[src/rtl/mem_arb_pkg.sv]
// Shared definitions for the multi-port memory arbiter: arbitration modes,
// FSM state encoding and index-width helper.
package mem_arb_pkg;

  localparam logic ARB_FIXED = 1'b0;
  localparam logic ARB_RR    = 1'b1;

  typedef enum logic {
    IDLE = 1'b0,
    BUSY = 1'b1
  } state_t;

  // Width needed to index n items, never less than one bit.
  function automatic int idx_width(input int n);
    return (n <= 2) ? 1 : $clog2(n);
  endfunction

endpackage

[src/rtl/rr_fixed_picker.sv]
// Combinational winner selection: round-robin from ptr+1, or fixed priority
// where promoted eligible ports take precedence over plain eligible ones.
module rr_fixed_picker
  import mem_arb_pkg::*;
#(
  parameter int   NUM_PORTS = 3,
  parameter int   IDX_W     = 2,
  parameter logic MODE      = ARB_RR
) (
  input  logic [NUM_PORTS-1:0] eligible,
  input  logic [IDX_W-1:0]     ptr,
  input  logic [NUM_PORTS-1:0] promoted,
  output logic [IDX_W-1:0]     winner,
  output logic                 valid
);

  logic [NUM_PORTS-1:0] cand;
  logic [IDX_W-1:0]     rr_win;
  logic [IDX_W-1:0]     fx_win;
  logic                 found;
  int                   idx;

  // Winner search for both policies; the parameter picks which one is used.
  always_comb begin
    rr_win = '0;
    fx_win = '0;
    found  = 1'b0;
    idx    = 0;
    valid  = |eligible;
    cand   = (|(eligible & promoted)) ? (eligible & promoted) : eligible;
    for (int k = 1; k <= NUM_PORTS; k++) begin
      idx    = (int'(ptr) + k) % NUM_PORTS;
      rr_win = (!found && eligible[idx]) ? IDX_W'(idx) : rr_win;
      found  = found | eligible[idx];
    end
    for (int i = NUM_PORTS - 1; i >= 0; i--) begin
      fx_win = cand[i] ? IDX_W'(i) : fx_win;
    end
    winner = (MODE == ARB_RR) ? rr_win : fx_win;
  end

endmodule

[src/rtl/multi_port_mem_arbiter.sv]
// N-port cache-side arbiter onto a single memory master port, with
// round-robin or fixed priority plus anti-starvation promotion.
module multi_port_mem_arbiter
  import mem_arb_pkg::*;
#(
  parameter int  NUM_PORTS  = 3,
  parameter int  ADDR_WIDTH = 19,
  parameter int  DATA_WIDTH = 16,
  parameter int  RR_MODE    = 1,
  parameter int  MAX_WAIT   = 4,
  localparam int IDX_W      = idx_width(NUM_PORTS),
  localparam int BSEL_W     = DATA_WIDTH / 8
) (
  input  logic                             clk,
  input  logic                             reset_n,
  input  logic [NUM_PORTS*ADDR_WIDTH-1:0]  port_addr,
  input  logic [NUM_PORTS*DATA_WIDTH-1:0]  port_data_out,
  input  logic [NUM_PORTS-1:0]             port_wr_en,
  input  logic [NUM_PORTS*BSEL_W-1:0]      port_bytesel,
  input  logic [NUM_PORTS-1:0]             port_access,
  output logic [NUM_PORTS-1:0]             port_ack,
  output logic [DATA_WIDTH-1:0]            port_data_in,
  output logic [ADDR_WIDTH-1:0]            mem_addr,
  output logic [DATA_WIDTH-1:0]            mem_data_out,
  output logic                             mem_wr_en,
  output logic [BSEL_W-1:0]                mem_bytesel,
  output logic                             mem_access,
  input  logic [DATA_WIDTH-1:0]            mem_data_in,
  input  logic                             mem_ack,
  output logic [IDX_W-1:0]                 grant_idx,
  output logic                             busy
);

  localparam logic MODE   = (RR_MODE != 0) ? ARB_RR : ARB_FIXED;
  localparam int   WAIT_W = idx_width(MAX_WAIT + 1);

  state_t                 state;
  state_t                 next_state;
  logic [NUM_PORTS-1:0]   eligible;
  logic [NUM_PORTS-1:0]   promoted;
  logic [IDX_W-1:0]       winner;
  logic [IDX_W-1:0]       rr_ptr;
  logic                   win_valid;
  logic                   grant;
  logic                   complete;
  logic [WAIT_W-1:0]      wait_cnt [NUM_PORTS];

  // A port being acked this cycle is masked so it cannot be re-granted at once.
  assign eligible = port_access & ~port_ack;
  assign grant    = (state == IDLE) && win_valid;
  assign complete = (state == BUSY) && mem_ack;

  always_comb begin
    promoted = '0;
    for (int i = 0; i < NUM_PORTS; i++) begin
      promoted[i] = (MODE == ARB_FIXED) && (MAX_WAIT != 0) && (int'(wait_cnt[i]) >= MAX_WAIT);
    end
  end

  rr_fixed_picker #(
    .NUM_PORTS (NUM_PORTS),
    .IDX_W     (IDX_W),
    .MODE      (MODE)
  ) u_picker (
    .eligible (eligible),
    .ptr      (rr_ptr),
    .promoted (promoted),
    .winner   (winner),
    .valid    (win_valid)
  );

  always_ff @(posedge clk or negedge reset_n) begin
    if (!reset_n) begin
      state <= IDLE;
    end else begin
      state <= next_state;
    end
  end

  always_comb begin
    next_state = state;
    case (state)
      IDLE: begin
        if (win_valid) next_state = BUSY;
        else           next_state = IDLE;
      end
      BUSY: begin
        if (mem_ack) next_state = IDLE;
        else         next_state = BUSY;
      end
      default: next_state = IDLE;
    endcase
  end

  always_ff @(posedge clk or negedge reset_n) begin
    if (!reset_n) begin
      port_ack     <= '0;
      port_data_in <= '0;
      mem_addr     <= '0;
      mem_data_out <= '0;
      mem_wr_en    <= 1'b0;
      mem_bytesel  <= '0;
      mem_access   <= 1'b0;
      grant_idx    <= '0;
      busy         <= 1'b0;
      rr_ptr       <= IDX_W'(NUM_PORTS - 1);
    end else begin
      port_ack <= '0;
      if (grant) begin
        mem_addr     <= port_addr[int'(winner)*ADDR_WIDTH +: ADDR_WIDTH];
        mem_data_out <= port_data_out[int'(winner)*DATA_WIDTH +: DATA_WIDTH];
        mem_wr_en    <= port_wr_en[winner];
        mem_bytesel  <= port_bytesel[int'(winner)*BSEL_W +: BSEL_W];
        mem_access   <= 1'b1;
        busy         <= 1'b1;
        grant_idx    <= winner;
        rr_ptr       <= winner;
      end else if (complete) begin
        mem_access <= 1'b0;
        busy       <= 1'b0;
        port_ack   <= {{(NUM_PORTS-1){1'b0}}, 1'b1} << grant_idx;
        if (!mem_wr_en) port_data_in <= mem_data_in;
      end
    end
  end

  // Lost-arbitration counters; only meaningful in fixed-priority mode.
  always_ff @(posedge clk or negedge reset_n) begin
    if (!reset_n) begin
      for (int i = 0; i < NUM_PORTS; i++) wait_cnt[i] <= '0;
    end else begin
      for (int i = 0; i < NUM_PORTS; i++) begin
        if ((MODE == ARB_RR) || !port_access[i]) begin
          wait_cnt[i] <= '0;
        end else if (grant) begin
          if (winner == IDX_W'(i)) begin
            wait_cnt[i] <= '0;
          end else if (eligible[i] && (int'(wait_cnt[i]) < MAX_WAIT)) begin
            wait_cnt[i] <= wait_cnt[i] + WAIT_W'(1);
          end
        end
      end
    end
  end

endmodule

[config.mk]
export PLATFORM = sky130hd
export DESIGN_NAME = multi_port_mem_arbiter
export DESIGN_NICKNAME = d
export VERILOG_FILES = /design/src/rtl/mem_arb_pkg.sv /design/src/rtl/rr_fixed_picker.sv /design/src/rtl/multi_port_mem_arbiter.sv
export SDC_FILE = /design/constraint.sdc
export NUM_CORES = 1
export LEC_CHECK = 0
export ABC_AREA = 1
export CELL_PAD_IN_SITES_DETAIL_PLACEMENT = 0
export CELL_PAD_IN_SITES_GLOBAL_PLACEMENT = 1
export CORE_MARGIN = 2
export CORE_UTILIZATION = 27
export DETAILED_ROUTE_END_ITERATION = 6
export PLACE_DENSITY_LB_ADDON = 0.1
export SLEW_MARGIN = 20
export SYNTH_ARGS = -nofsm -noshare
export SYNTH_HDL_FRONTEND = slang
export SYNTH_SLANG_ARGS = --single-unit
[constraint.sdc]
create_clock -name clk -period 3.1 [get_ports clk]
set_clock_uncertainty 0.15 [all_clocks]
set_input_delay 0.62 -clock clk [delete_from_list [all_inputs] [get_ports clk]]
set_output_delay 0.62 -clock clk [all_outputs]
set_load 0.05 [all_outputs]
## Word level (Yosys, flattened, before mapping)

Index checks and enable logic that the tools add are counted.

| word-level totals | value |
|---|---|
| memories | 0 |
| RAM bits | 0 |
| bits in latches | 0 |
| ROM bits | 0 |
| register bits | 63 |
| word-level logic and storage cells | 61 |
| input bits | 136 |
| output and inout port bits | 61 |

| operators by class | value |
|---|---|
| add/sub/neg operators | 3 |
| order comparisons | 4 |
| shift operators | 4 |
| mux-type cells | 21 |
| bitwise logic cells | 6 |
| eq/ne operators | 0 |
| $mul | 1 |
| reductions and logical operators | 9 |
| divide/modulo/power cells | 3 |

Operators with widths:

| operator | number |
|---|---|
| < comparator 32 x 4 -> 1 bit (second input constant) | 3 |
| remainder unit 32 x 3 -> 32 bit (second input constant) | 3 |
| indexed part select 57 x 8 -> 19 bit | 1 |
| indexed part select 48 x 7 -> 16 bit | 1 |
| 2-to-1 mux 1 bit | 11 |
| binary-select mux 1 bit (select 2 bit) | 4 |
| multiplier 2 x 5 -> 7 bit (second input constant) | 1 |
| adder 2 x 2 -> 3 bit (second input constant) | 2 |
| 2-to-1 mux 2 bit | 3 |
| 2-to-1 mux 3 bit | 2 |
| indexed part select 6 x 4 -> 2 bit | 1 |
| logical AND 1 bit | 4 |
| adder 2 x 1 -> 3 bit (second input constant) | 1 |
| bitwise AND 3 bit | 1 |
| < comparator 2 x 3 -> 1 bit (second input constant) | 1 |
| inverter 1 bit | 3 |
| inverter 3 bit | 1 |
| AND reduction 3 bit | 1 |
| OR reduction 3 bit | 1 |
| left shift 1 x 2 -> 3 bit (first input constant) | 1 |
| zero test 1 bit | 2 |
| case mux 1 bit (2 select lines) | 1 |
| nonzero test 2 bit | 1 |
| bitwise OR 1 bit | 1 |

## Longest topological paths before layout

Gate-level depths: netlist of the first run.

| depth | value |
|---|---|
| depth in word-level cells | 11 |
| mapped depth | 16 |
| gate-level depth less buffers | 14 |

## Modules after synthesis

From an unflattened synthesis of the first run, not the netlist that was laid out.

| second synthesis, totals | value |
|---|---|
| cells, all modules | 593 |
| area total of the unflattened synthesis | 3913.8 um^2 |

By module, submodules not included:

| module | area an instance (um^2) | cells each | times used | sequential area each (um^2) |
|---|---|---|---|---|
| multi_port_mem_arbiter | 3698.5 | 552 | 1 | 1552.7 |
| rr_fixed_picker | 215.2 | 41 | 1 | 0.0 |

## Least setup slack after synthesis of the first run

No wires, ideal clock.

| timing | value |
|---|---|
| path type | flip-flop to flip-flop |
| start point | register, netlist name grant_idx[0] |
| end point | register mem_addr[2] |
| data arrival time | 2.003 ns |
| buffers on the path | 2 |
| cell stages (with the launch flop) | 16 |
| setup slack | 0.869 ns |
| path through | dfrtp_1 > inv_1 > ha_1 > inv_2 > nand2_1 > nor2_2 > inv_1 > nand2_1 > nand3_1 > nand3_2 > nand2_1 > buf_6 > buf_4 > nand2_1 > nand3_1 > a21oi_1 |

RTL lines:

| element | line | text |
|---|---|---|
| end signal: assignment | multi_port_mem_arbiter.sv:110 | `mem_addr <= port_addr[int'(winner)*ADDR_WIDTH +: ADDR_WIDTH];` |
| end: declaration | multi_port_mem_arbiter.sv:23 | `output logic [ADDR_WIDTH-1:0] mem_addr,` |

==> metrics.txt, run 1 <==
Yosys reg bits 62; worst setup margin 0.479 ns; max cap viols 0; Max FO, Critical Path 33; largest net degree at the start of global routing 63; Post-Syn Area 0.00395 mm^2; Post-Place Worst Slack 0.334 ns; Yosys cell types 25; grt ovf 0; post-synthesis compound-gate area fraction 5.89%; CTS resizes 0; Final Setup Violations 0; most common cell after layout, fill and taps aside clkdlybuf4s50_1; Cells after Synth 567; CTS tree done; CTS Root Cell clkbuf_16; Setup Fix Bufs, Post-CTS 0; vias in the first global route 4431; number of routed nets with antenna violations 0; Filler Cell Count 1512; die height 125 um; Final min period 2.62 ns; Hold Crit Class input pin to asynchronous set/reset pin; Final nets 887; Core Area 0.0144 mm^2; RSZ-0062 raised after global routing false; drt wl/cell 14.9 um; DIE AREA 0.0156 mm^2; Pins Over Slew Limit 0; Worst-path clk slew 0.06 ns; post-synthesis adder-cell area fraction 1.27%; layout cells sized above 1 7.45%; Slew HR 43.1%; multiplexer share of the synthesized area 4.56%; vias 4239; Synth Warn # 0; crit path kind register to register; drt drc 0; first-pass GRT wire length 22500 um; final period utilization 84.5%; num ports 197; Data required, critical path 3.20 ns; largest family of logic cells by synthesized area simple AND/OR/NAND/NOR gates; Startpoint Class register; gpl congestion 0.750; CTS sink cnt 62; CTS Buf Count 9; routed wire length 14000 um; most frequent cells in the layout clkdlybuf4s50_1 (195), nand3_1 (124), nor2_1 (119), inv_1 (85), dfrtp_1 (61); GR Util All Layers 18.1%; CP Capture Type register; initial antenna violation count 0; Max clock buf depth 2; syn_area_per_cell 6.96 um^2; hpwl dp 9440 um; clk_lat worst skew 0.33 ns; Detailed Routing Iterations Pass 1 5; hold buffer count at CTS 0; setup tns final 0 ns; status finished, final reports clean; Simple-Gate Fraction of Synth Area 34.5%; DR vias/cell 4.53; Area Overhead vs Synth 60.6%; post-synthesis sequential area ratio 39.3%; Initial Util 27.4%; PortBufs 196; Die Wd 125 um; Max Clk Rate 382 MHz; Hold Fails Final Rpt 0; Mapped Nets 707; H-tree levels 3; Arr. time, crit path 2.72 ns; Initial DRC Count 178; diodes inserted 0; worst-margin pin slew 0.853 ns; row count 44; XOR/XNOR Fraction of Synth Area 0%
==> path summary, 6_finish.rpt <==
path | startpoint | slack [ns] | cells past startpoint | to
max | grant_idx[0] | 0.48 | 12 | mem_addr[1]
min | reset_n | 0.34 | 2 | mem_addr[16]
max reg2reg | grant_idx[0] | 0.48 | 12 | mem_addr[1]
min reg2reg | port_data_in[13] | 0.35 | 1 | port_data_in[13]
max in group asynchronous | reset_n | 1.92 | 2 | mem_data_out[11]
min in group clk | port_data_in[13] | 0.35 | 1 | port_data_in[13]
==> metal layers <==
| metal | up-vias | share of wire, % | global-route usage (%) |
|---|---|---|---|
| met1 | 1947 | 44 | 22.4 |
| li1 | 2135 | - | - |
| met2 | 144 | 46 | 29.4 |
| met4 | 0 | 1.5 | 6.27 |
| met3 | 13 | 8.7 | 6.33 |
| met5 | - | 0 | 0 |
==> worst max-delay path, stage by stage, from the launching register on <==
cell	delay, ns
dfrtp_1	0.45
inv_1	0.13
ha_1	0.40
inv_2	0.09
nand3_2	0.07
nand3_1	0.10
nand2_2	0.12
nand3_1	0.14
nand3_1	0.09
nand2_2	0.10
buf_4	0.34
nand3_1	0.18
a21oi_1	0.17
==> cells in the mapped netlist <==
| master | instances | area [um^2] |
|---|---|---|
| clkinv_1 | 1 | 3.75 |
| inv_1 | 85 | 319 |
| o21ai_0 | 3 | 15.0 |
| nand4_1 | 3 | 18.8 |
| buf_6 | 5 | 56.3 |
| ha_1 | 4 | 50.1 |
| a21oi_4 | 1 | 16.3 |
| dfrtp_1 | 61 | 1530 |
| a21oi_1 | 38 | 190 |
| o21ai_1 | 1 | 5.00 |
| nand2_2 | 4 | 25.0 |
| inv_2 | 4 | 15.0 |
| mux2_2 | 16 | 180 |
| buf_1 | 2 | 7.51 |
| nand3_1 | 124 | 621 |
| nand3_2 | 2 | 20.0 |
| clkbuf_1 | 10 | 37.5 |
| buf_4 | 9 | 67.6 |
| buf_2 | 13 | 65.1 |
| a31oi_1 | 1 | 6.26 |
| dfstp_2 | 1 | 26.3 |
| nand2_1 | 57 | 214 |
| nor3_1 | 2 | 10.0 |
| nor2_2 | 1 | 6.26 |
| nor2_1 | 119 | 447 |
==> registers in the layout, summed over array words and instances (netlist names) <==
name,cells
busy,1
grant_idx,2
mem_addr,19
mem_bytesel,2
mem_data_out,16
mem_wr_en,1
port_ack,3
port_data_in,16
rr_ptr,1
state,1
==> metrics by stage <==
stage | area (um^2) | std cells | util [%] | hold slack [ns]
global route | 6340 | 936 | 44.0 | 0.377
detailed placement | 6060 | 920 | 42.0 | 0.346
CTS | 6340 | 936 | 44.0 | 0.357
floorplan | 3950 | 567 | - | 0.174
finish | 6340 | 936 | 44.0 | 0.335
global placement | 6060 | 920 | 42.0 | 0.337
==> layout make-up <==
class,instances,area (um^2),share of cell area [%]
multi-input cells,376,1830,28.8
inverters,90,338,5.33
clock buffers,15,278,4.38
clock inverters,1,5.00,0.0789
repair buffers,208,2110,33.3
well taps,184,230,3.63
flip-flops and latches,62,1550,24.5
==> cells by family after synthesis <==
kind of cell    after synthesis
flops                        62
fa+ha+maj                     4
buf+inv                     129
simple gates                312
mux                          16
compound gates               44
Power of run 1 is left out: the tool's default activity adds up to more than one toggle a clock period on the data nets, which glitch-free logic cannot reach.
==> inputs of run 2 (changes only) <==
- clock period: 3.1 -> 2.6 ns (I/O delays scaled with it)
==> run 2 against run 1 <==
Effect of this change:
- count of clock-buffer cells in the layout fell by 4
- first-iteration DRC count rose by 33%
- via count rose by 0.19%
- critical path depth rose by 1
- wire length rose by 0.16%
- register-to-register slack got worse by 0.31 ns
- fmax rose by 7.8%
- utilization rose by 0.47 points
- hold slack got worse by 0.32 ns
- cell area rose by 1.1%
- sequential share of layout area fell by 0.26 points
- cell count rose by 0.43%
==> metrics.txt, run 2 (synthesis results as in run 1) <==
Die Wd 125 um (unchanged); DIE AREA 0.0156 mm^2 (unchanged); first-pass GRT wire length 22400 um (-0.46%); worst path cell trace ha_1, inv_2, nand2_1, nor2_2, inv_1, nand2_1, nand3_1, nand3_2, nand2_2, buf_4, nand2_1, nand3_1, a21oi_1; max FFs per register 19 (unchanged); hpwl dp 9680 um (+2.5%); R2R setup slack 0.17 ns (-0.31 ns); Final nets 892 (+0.56%); RSZ-0062 raised after global routing false; row count 44 (unchanged); Startpoint Class register; CP Capture Type register; drt wl/cell 14.9 um (-0.27%); CTS Buf Count 9 (unchanged); setup tns final 0 ns (unchanged); DP Area 0.00612 mm^2 (+1.1%); Hold Fails Final Rpt 0 (unchanged); num ports 197 (unchanged); Arr. time, crit path 2.54 ns (-0.18 ns); Slowest-stage cell, CP dfstp_2; Max FO, Critical Path 15 (-55%); met3 Track Usage GR 8.60% (+2.3 points); Worst-path clk slew 0.05 ns (about the same); drt drc 0 (unchanged); worst setup margin 0.169 ns (-0.310 ns); grt peak-use layer met2; GR Util All Layers 17.9% (-0.15 points); gpl congestion 0.779 (+3.9%); die height 125 um (unchanged); max cap viols 0 (unchanged); initial antenna violation count 0 (unchanged); Post-Place Worst Slack 0.0221 ns (-0.312 ns); routed wire length 14000 um (+0.16%); grt ovf 0 (unchanged); DR vias/cell 4.52 (-0.24%); Core Area 0.0144 mm^2 (unchanged); Largest Register mem_addr; Final min period 2.43 ns (-0.190 ns); M2 GR Usage 28.6% (-0.80 points); H-tree levels 3 (unchanged); Max clock buf depth 2 (unchanged); diodes inserted 0 (unchanged); vias in the first global route 4353 (-1.8%); vias 4247 (+0.19%); Pins Over Slew Limit 0 (unchanged); Area Overhead vs Synth 62.3%; cell mode on critical path nand2_1; most frequent cells in the layout clkdlybuf4s50_1 (195), nand3_1 (124), nor2_1 (119), inv_1 (85), dfrtp_1 (61); crit path kind register to register; hold buffer count at CTS 0 (unchanged); PortBufs 196 (unchanged); layout cells sized above 1 8.33% (+0.89 points); most common cell after layout, fill and taps aside clkdlybuf4s50_1; CTS tree done; Initial DRC Count 237 (+33%); Detailed Routing Iterations Pass 1 4 (-1); Data required, critical path 2.71 ns (-0.49 ns); Post-Layout Inst Area 0.00641 mm^2 (+1.1%); largest net degree at the start of global routing 44 (-30%); Final Setup Violations 0 (unchanged); Slew HR 62.5% (+19 points); met1 usage 22.5% (+0.089 points); CTS Root Cell clkbuf_16; Max stage delay on crit path 0.56 ns (+0.11 ns); worst-margin pin slew 0.561 ns (-0.292 ns); Hold Crit Class input pin to asynchronous set/reset pin; Initial Util 27.4% (unchanged); status finished, final reports clean; CTS resizes 0 (unchanged); Max Clk Rate 411 MHz (+7.8%); final period utilization 93.5% (+9.0 points); clk_lat worst skew 0.33 ns (about the same); biggest regs mem_addr (19), mem_data_out (16), port_data_in (16); CTS sink cnt 62 (unchanged); number of routed nets with antenna violations 0 (unchanged)
==> run 2: changes by cell type in the layout (fill, tap and decap cells not counted) <==
cell        before  now
clkinv_2         1    3
clkinvlp_4       0    1
buf_4            7    9
clkbuf_1         3    0
clkbuf_8         3    2
buf_12           5    8
==> run 2: cell type report <==
cell class	count	area, um^2
Tap cell	184	230
Sequential cell	62	1550
Fill cell	1483	8020
Timing Repair Buffer	213	2180
Multi-Input combinational cell	376	1830
Clock buffer	11	253
Clock inverter	4	22.5
Inverter	90	338
==> run 2: timing repair <==
item / CTS / global route
endpoints found under the setup margin: 0 / 2
endpoints found under the hold margin: 0 / 0
setup buffers: 0 / 1
==> run 2: final timing paths <==
kind,startpoint,end,cells past startpoint
max,rr_ptr[1],mem_addr[1],13
min,reset_n,mem_addr[16],1
max reg2reg,rr_ptr[1],mem_addr[1],13
min reg2reg,port_data_in[5],port_data_in[5],1
max in group asynchronous,reset_n,rr_ptr[1],2
min in group clk,port_data_in[5],port_data_in[5],1
==> run 2: worst max-delay path, delay by kind of cell, from the launching register on <==
kind	cells	cell delay, ns
DFF	1	0.56
adders and majority gates	1	0.31
AOI/OAI and AO/OA	1	0.17
buffers and inverters	3	0.36
and+or+nand+nor	8	0.80
==> run 2: stage by stage <==
stage                     cells  hold WS, ns  util [%]
final                       940       0.0170      44.4
after global routing        940       0.0300      44.4
after CTS                   939       0.0262      44.4
after detailed placement    924        0.342      42.5
after global placement      924        0.337      42.5
after floorplan             567       0.0744         -
==> run 2: layer usage <==
| layer | part of all wire [%] | vias to the layer above |
|---|---|---|
| li1 | - | 2153 |
| met3 | 9.7 | 6 |
| met5 | 0 | - |
| met2 | 46 | 156 |
| met4 | 0.63 | 0 |
| met1 | 44 | 1932 |
Power of run 2 is left out for the same reason.
